File: config.mk
export PLATFORM = sky130hd
export DESIGN_NAME = four_func_net
export DESIGN_NICKNAME = d
export VERILOG_FILES = /design/src/rtl/four_func_net.sv
export SDC_FILE = /design/constraint.sdc
export NUM_CORES = 1
export LEC_CHECK = 0
export CORE_AREA = 5 5 47 66
export CTS_CLUSTER_SIZE = 25
export DETAILED_ROUTE_END_ITERATION = 16
export DIE_AREA = 0 0 52 71
export GPL_TIMING_DRIVEN = 0
export PLACE_DENSITY = 0.73
export SETUP_SLACK_MARGIN = 0.02
export SYNTH_ARGS = -nofsm -noshare
export SYNTH_HDL_FRONTEND = slang
export SYNTH_SLANG_ARGS = --single-unit
export TNS_END_PERCENT = 10
File: constraint.sdc
create_clock -name clk -period 0.8 [get_ports clk]
set_input_delay 0.16 -clock clk [delete_from_list [all_inputs] [get_ports clk]]
set_output_delay 0.16 -clock clk [all_outputs]
set_load 0.02 [all_outputs]
File: src/rtl/four_func_net.sv
// four_func_net: registered 8-bit ADD/SUB/AND/XOR unit.
// The datapath is written as an explicit gate-level netlist. Every adder
// cell, operand-inversion gate and mux gate is a named instance, so each
// internal net can be addressed as a stuck-at fault site.
module four_func_net #(
    parameter int WIDTH = 8
) (
    input  logic             clk,
    input  logic             rst_n,
    input  logic             in_valid,
    input  logic [WIDTH-1:0] a,
    input  logic [WIDTH-1:0] b,
    input  logic [1:0]       func,
    output logic [WIDTH:0]   out,
    output logic             out_valid,
    output logic             zero
);

    // Gate-level nets, one bit per addressable fault site.
    wire [WIDTH-1:0] b_x_s;      // b conditionally inverted for SUB
    wire [WIDTH:0]   carry_s;    // ripple chain, carry_s[0] is carry-in
    wire [WIDTH-1:0] sum_s;      // adder sum
    wire [WIDTH-1:0] and_s;      // a & b
    wire [WIDTH-1:0] xor_s;      // a ^ b
    wire [WIDTH-1:0] m0_s;       // mux leg: ADD
    wire [WIDTH-1:0] m1_s;       // mux leg: SUB
    wire [WIDTH-1:0] m2_s;       // mux leg: AND
    wire [WIDTH-1:0] m3_s;       // mux leg: XOR
    wire [WIDTH-1:0] m01_s;
    wire [WIDTH-1:0] m23_s;
    wire [WIDTH-1:0] value_s;    // selected low WIDTH bits
    wire             f0_n_s;
    wire             f1_n_s;
    wire             sel0_s;
    wire             sel1_s;
    wire             sel2_s;
    wire             sel3_s;
    wire             cb_raw_s;   // carry for ADD, borrow (= ~carry-out) for SUB
    wire             cb_s;       // carry/borrow gated off for logic functions

    // Function decode for the one-hot 4:1 mux.
    not  u_f0_n (f0_n_s, func[0]);
    not  u_f1_n (f1_n_s, func[1]);
    and  u_sel0 (sel0_s, f1_n_s, f0_n_s);
    and  u_sel1 (sel1_s, f1_n_s, func[0]);
    and  u_sel2 (sel2_s, func[1], f0_n_s);
    and  u_sel3 (sel3_s, func[1], func[0]);

    // SUB is a + ~b + 1: func[0] is the carry-in.
    buf  u_cin  (carry_s[0], func[0]);

    genvar i;
    generate
        for (i = 0; i < WIDTH; i++) begin : g_bit
            xor     u_binv (b_x_s[i], b[i], func[0]);
            fa_cell u_fa   (.a_i(a[i]), .b_i(b_x_s[i]), .ci_i(carry_s[i]),
                            .s_o(sum_s[i]), .co_o(carry_s[i+1]));
            and     u_and  (and_s[i], a[i], b[i]);
            xor     u_xor  (xor_s[i], a[i], b[i]);
            and     u_m0   (m0_s[i], sum_s[i], sel0_s);
            and     u_m1   (m1_s[i], sum_s[i], sel1_s);
            and     u_m2   (m2_s[i], and_s[i], sel2_s);
            and     u_m3   (m3_s[i], xor_s[i], sel3_s);
            or      u_m01  (m01_s[i], m0_s[i], m1_s[i]);
            or      u_m23  (m23_s[i], m2_s[i], m3_s[i]);
            or      u_mo   (value_s[i], m01_s[i], m23_s[i]);
        end
    endgenerate

    // Borrow is the inverted carry-out when subtracting; logic ops force it low.
    xor  u_cb   (cb_raw_s, carry_s[WIDTH], func[0]);
    and  u_cbg  (cb_s, cb_raw_s, f1_n_s);

    logic [WIDTH:0] out_d;
    logic [WIDTH:0] out_q;
    logic           zero_d;
    logic           zero_q;
    logic           out_valid_d;
    logic           out_valid_q;

    // Next-state: capture on in_valid, otherwise hold result and drop valid.
    always_comb begin
        out_d       = out_q;
        zero_d      = zero_q;
        out_valid_d = 1'b0;
        if (in_valid) begin
            out_d       = {cb_s, value_s};
            zero_d      = (value_s == {WIDTH{1'b0}});
            out_valid_d = 1'b1;
        end else begin
            out_d       = out_q;
            zero_d      = zero_q;
            out_valid_d = 1'b0;
        end
    end

    // Output registers with asynchronous active-low reset.
    always_ff @(posedge clk or negedge rst_n) begin
        if (!rst_n) begin
            out_q       <= {(WIDTH+1){1'b0}};
            zero_q      <= 1'b0;
            out_valid_q <= 1'b0;
        end else begin
            out_q       <= out_d;
            zero_q      <= zero_d;
            out_valid_q <= out_valid_d;
        end
    end

    assign out       = out_q;
    assign zero      = zero_q;
    assign out_valid = out_valid_q;

endmodule

// One full-adder cell built from primitive gates.
module fa_cell (
    input  logic a_i,
    input  logic b_i,
    input  logic ci_i,
    output logic s_o,
    output logic co_o
);
    wire p_s;
    wire g_s;
    wire pc_s;

    xor u_p  (p_s, a_i, b_i);
    xor u_s  (s_o, p_s, ci_i);
    and u_g  (g_s, a_i, b_i);
    and u_pc (pc_s, p_s, ci_i);
    or  u_co (co_o, g_s, pc_s);
endmodule

==> After elaboration in Yosys (flattened, before gate mapping) <==
Index checks and enable logic that the tools add are counted.
{ "word_totals": {"reg_bits": 11, "in_bits": 21, "word_cells": 133, "output_inout_bits": 11} }
{ "classes": {"n_bitwise": 128, "reduce_logical": 1, "n_mux": 1} }
{ "ops": {"columns": ["operator", "n"], "rows": [
  ["bitwise AND 1 bit", 61],
  ["XOR 1 bit", 33],
  ["OR 1 bit", 32],
  ["logical NOT 8 bit", 1],
  ["inverter 1 bit", 2],
  ["two-way mux 1 bit", 1]
]} }

==> Depth between registers and ports, before layout <==
Gate-level depths: netlist of the first run.
{ "depth": {"ltp_word": 21, "mapped_depth": 16, "mapped_depth_nobuf": 14} }

==> Hierarchy <==
Synthesis of the first run repeated with hierarchy kept, for this count alone.
{ "unflattened": {"hier_cells": 80, "hier_area_um2": 944.7} }
{ "modules_own_cells": {"columns": ["module", "cells_per_inst", "seq_area_each_um2", "area_per_inst_um2", "instances"], "rows": [
  ["four_func_net", 72, 275.3, 784.5, 1],
  ["fa_cell", 1, 0.0, 20.0, 8]
]} }

==> Least setup slack after synthesis of the first run <==
Ideal clock, no wire load.
{ "synth_timing": {"kind": "input-to-reg", "start": "input port func[0]", "end": "register zero_q, in the netlist zero", "path_slack_ns": -3.218, "setup_time_ns": 0.104, "path_buffers": 2, "t_required_ns": 0.696, "cell_stages": 16, "t_arrival_ns": 3.914, "cell_sequence": "buf_6 buf_2 mux2_2 fa_1 fa_1 fa_1 fa_1 fa_1 inv_1 fa_1 inv_1 fa_1 nor2_1 a21oi_1 or2_2 o41ai_2"} }
{ "synth_between": {"elab_chain_len": 21, "elab_cells_between_ends": 107, "cone_classes": "bitwise: 106; reduce/logical: 1"} }
{ "synth_lines": {"columns": ["item", "line", "text"], "rows": [
  ["start: declaration", "13", "input logic [1:0] func,"],
  ["XOR 1 bit", "55", "xor u_binv (b_x_s[i], b[i], func[0]);"],
  ["XOR 1 bit", "128", "xor u_p (p_s, a_i, b_i);"],
  ["bitwise AND 1 bit", "131", "and u_pc (pc_s, p_s, ci_i);"],
  ["OR 1 bit", "132", "or u_co (co_o, g_s, pc_s);"],
  ["bitwise AND 1 bit", "131", null],
  ["OR 1 bit", "132", null],
  ["bitwise AND 1 bit", "131", null],
  ["OR 1 bit", "132", null],
  ["[... 5 more ...]", null, null],
  ["OR 1 bit", "132", null],
  ["bitwise AND 1 bit", "131", null],
  ["OR 1 bit", "132", null],
  ["XOR 1 bit", "129", "xor u_s (s_o, p_s, ci_i);"],
  ["bitwise AND 1 bit, on equally long branches", "60, 61", null],
  ["OR 1 bit", "64", "or u_m01 (m01_s[i], m0_s[i], m1_s[i]);"],
  ["OR 1 bit", "66", "or u_mo (value_s[i], m01_s[i], m23_s[i]);"],
  ["logical NOT 8 bit (*)", "88", "zero_d = (value_s == {WIDTH{1'b0}});"],
  ["end signal: assignment", "105", "zero_q <= zero_d;"],
  ["end: declaration", "77", "logic zero_q;"]
]} }
Every way passes the cells marked *; elsewhere a longest branch is shown, timed or not.
A chain may end at the register's enable or synchronous reset.

==> Worst setup path after layout of the first run <==
Ends and elaborated chain as after synthesis.

==> results of run 1 <==
critical path, stage by stage:
cell	delay (ns)
sky130_fd_sc_hd__buf_12	0.10
sky130_fd_sc_hd__buf_12	0.11
sky130_fd_sc_hd__mux2_4	0.27
sky130_fd_sc_hd__fa_2	0.35
sky130_fd_sc_hd__fa_2	0.35
sky130_fd_sc_hd__fa_2	0.34
sky130_fd_sc_hd__fa_2	0.35
sky130_fd_sc_hd__fa_2	0.34
sky130_fd_sc_hd__inv_2	0.06
sky130_fd_sc_hd__fa_2	0.18
sky130_fd_sc_hd__inv_2	0.03
sky130_fd_sc_hd__fa_1	0.44
sky130_fd_sc_hd__nor2_2	0.13
sky130_fd_sc_hd__a21oi_2	0.05
sky130_fd_sc_hd__or2_4	0.25
sky130_fd_sc_hd__o41ai_2	0.18
path summary, 6_finish.rpt:
path / slack (ns) / depth (start not counted) / end / startpoint
worst max register to register: 0.02 / 1 / out[7] / out[7]
min in group asynchronous: 0.23 / 1 / out[8] / rst_n
worst min-delay path: 0.18 / 1 / out_valid / in_valid
worst max-delay path: -2.74 / 16 / zero / func[0]
max in group asynchronous: 0.22 / 1 / zero / rst_n
worst min register to register: 0.48 / 1 / out[0] / out[0]
repair_timing:
| item | 4_1_cts | 5_1_grt |
|---|---|---|
| pin swaps | 8 | 5 |
| buffers inserted | 4 | 0 |
| endpoints found under the setup margin | 21 | 21 |
| resized for setup | 71 | 14 |
registers in the layout, summed over array words and instances (netlist names):
signal and cells:
zero 1, out_valid 1, out 9
stage by stage:
step	setup TNS (ns)	std cells
floorplan	-18.67	80
finish	-18.22	153
CTS	-20.18	153
global route	-19.32	153
detailed placement	-27.11	145
global placement	-26.48	145
synth_stat cells:
cell type,count,area (um^2)
sky130_fd_sc_hd__mux2i_1,9,90.1
sky130_fd_sc_hd__o21a_1,1,7.51
sky130_fd_sc_hd__fa_1,7,140
sky130_fd_sc_hd__mux2_2,9,101
sky130_fd_sc_hd__or4_1,1,7.51
sky130_fd_sc_hd__inv_1,3,11.3
sky130_fd_sc_hd__dfrtp_1,11,275
sky130_fd_sc_hd__or2_2,1,6.26
sky130_fd_sc_hd__xor2_1,6,52.6
sky130_fd_sc_hd__a21oi_1,6,30.0
sky130_fd_sc_hd__nor2b_1,1,6.26
sky130_fd_sc_hd__nor2_1,7,26.3
sky130_fd_sc_hd__clkbuf_1,1,3.75
sky130_fd_sc_hd__o41ai_2,1,16.3
sky130_fd_sc_hd__nand2b_1,1,6.26
sky130_fd_sc_hd__nand2_1,1,3.75
sky130_fd_sc_hd__ha_1,8,100
sky130_fd_sc_hd__buf_6,1,11.3
sky130_fd_sc_hd__buf_2,3,15.0
sky130_fd_sc_hd__xnor2_1,2,17.5
cells in the final DEF, fill, tap and decap left out, drive strengths merged, types with 2 or more instances in the layout:
cell type      synthesis  final
mux2                   9      9
xnor2                  2      2
clkbuf                 1      5
a21oi                  6      6
nor2                   7      7
dfrtp                 11     11
fa                     7      7
dlygate4sd2            0      2
inv                    3      3
buf                    4     20
mux2i                  9      9
clkdlybuf4s50          0     13
xor2                   6      6
ha                     8      8
power breakdown:
group / leakage [nW] / internal (mW) / switching (mW)
clock: 0.0150 / 0.193 / 0.179
sequential: 0.132 / 0.656 / 0.0558
combinational: 0.489 / 0.510 / 0.484
area by class of cell:
cell class / instances / area [um^2] / area share, %
well taps: 36 / 45.0 / 3.25
flip-flops and latches: 11 / 275 / 19.9
clock buffers: 4 / 26.3 / 1.90
inverters: 3 / 11.3 / 0.813
plain buffers: 5 / 80.1 / 5.78
multi-input cells: 61 / 671 / 48.4
repair buffers: 33 / 277 / 20.0
routing by layer:
metal	vias to the layer above	share of wire [%]
li1	348	-
met1	350	39
met2	16	54
met3	4	5.3
met4	0	1.0
met5	-	0
cell families after synthesis:
logic type               Yosys count  share of synthesized area [%]
AND/OR/NAND/NOR                   12                           6.07
adder cells (fa/ha/maj)           15                           25.9
AO/OA/AOI/OAI                      8                           5.80
XOR/XNOR                           8                           7.55
buffers and inverters              8                           4.45
multiplexers                      18                           20.6
flip-flops                        11                           29.6
==> qor.log, run 1 <==
INFO  global_routing gr-total-overflow=0
INFO  worst_setup_path timing.setup.critical_path_class=in2reg
INFO  die            fp.dieArea=3690um^2
INFO  synthesis      yosys.cell_types.count=20
INFO  global_routing use_met3=2.74%
INFO  die            placementRows=22
INFO  sta            finalHoldViolCount=0
INFO  finish         drive_above_1_share=43.6%
INFO  die            core=2500um^2
INFO  sta            hold-worst-slack=0.183ns
INFO  min_path       holdCritPathClass=in2reg
INFO  worst_setup_path cp-start-kind=input port
INFO  sta            post-route-min-period=3.54ns
INFO  worst_setup_path largest_fanout_of_any_net_on_the_critical_path=3
INFO  synthesis      synth_seq_cells=11
INFO  flow_run       max_cap_viol_count=0
INFO  route          ant_nets=0
INFO  placed_design  routability_congestion_estimate=0.731
INFO  clock_tree     cts_made_buffers=3
INFO  global_routing global_route.usage.met2=22.2%
INFO  sta            max_slew_margin=65.6%
INFO  sta            slew_violations=0
INFO  die            dieWidth=52um
INFO  die            design.portCount=32
INFO  route          drc_errors=0
INFO  run_status     status=finished, violations left
INFO  finish         layout.filler_cells=217
INFO  placed_design  dpl.hpwl=1620um
INFO  power          p_leak=0.635nW
INFO  route          pre_repair_dr_iteration_count=2
INFO  power          fin_total_pwr=2.08mW
INFO  synthesis      synth_warnings=0
INFO  global_routing grt_pass1_vias=783
INFO  finish         final_core_utilization=55.3%
INFO  sta            final_min_period_over_clock_period=443%
INFO  global_routing globalRoute.busiestLayer=met2
INFO  route          avgRoutedWirePerCell=13.4um
INFO  die            floorplan.initialDensity=37.1%
INFO  clock_tree     htreeDepth=1
INFO  placed_design  placed_cell_area=1280um^2
INFO  finish         fin_area=1390um^2
INFO  clock_tree     clock_sink_count=11
INFO  global_routing antenna_found_initial=0
INFO  finish         insertedDiodeCount=0
INFO  clock_tree     clk_transition_reported_paths=0.07ns
INFO  global_routing grtUsageMet1=13.8%
INFO  worst_setup_path critPathCaptureType=register
INFO  clock_tree     clock_insertion_delay_worst_skew=0.27ns
INFO  global_routing grt.total_usage=12.2%
INFO  clock_tree     max-clock-path-buffers=2
INFO  clock_tree     clock_root_buffer_master=sky130_fd_sc_hd__clkbuf_4
INFO  route          drt_iter0_drc=2
INFO  clock_tree     cts_tree=built
INFO  placed_design  preCtsSetupSlack=-3.47ns
INFO  route          wl=2060um
INFO  sta            setup_slack=-2.74ns
INFO  synthesis      yosysSeqAreaShare=29.6%
INFO  synthesis      synthesis.nets=116
INFO  clock_tree     ctsHoldBuffers=0
INFO  worst_setup_path required=0.97ns
INFO  sta            worst_slew_pin_slew=0.515ns
INFO  power          peak_vdd_ir=0.000728V
INFO  finish         area_growth=49.2%
INFO  power          power.density_cell_area=1500nW/um^2
INFO  finish         nets=154
INFO  synthesis      post_synth_instance_area=928um^2
INFO  route          route.vias.total=718
INFO  global_routing grt_max_degree=12
INFO  route          routed_via_density=4.69
INFO  worst_setup_path worstPathArrival=3.71ns
INFO  synthesis      synthCells=80
INFO  sta            maxClockFrequency=0.282GHz
INFO  global_routing grt_first_pass_wirelength=3480um
INFO  run_status     failed_checks=negative setup slack
INFO  sta            setup_repair_after_global_routing_missed_its_margin=true
INFO  die            die_height=71um
INFO  sta            timing.final.setup_violations=21
INFO  placed_design  placement.io_buffers=29
INFO  synthesis      syn_area_per_cell=11.6um^2
INFO  sta            timing.clock.skew=0ns
Power figures use the tool's default switching activity.
==> run 2: changes to the inputs <==
CAP_MARGIN = 15   (was not set)
==> results of run 2 <==
The final DEF is identical to that of run 1; final timing and power are the same.
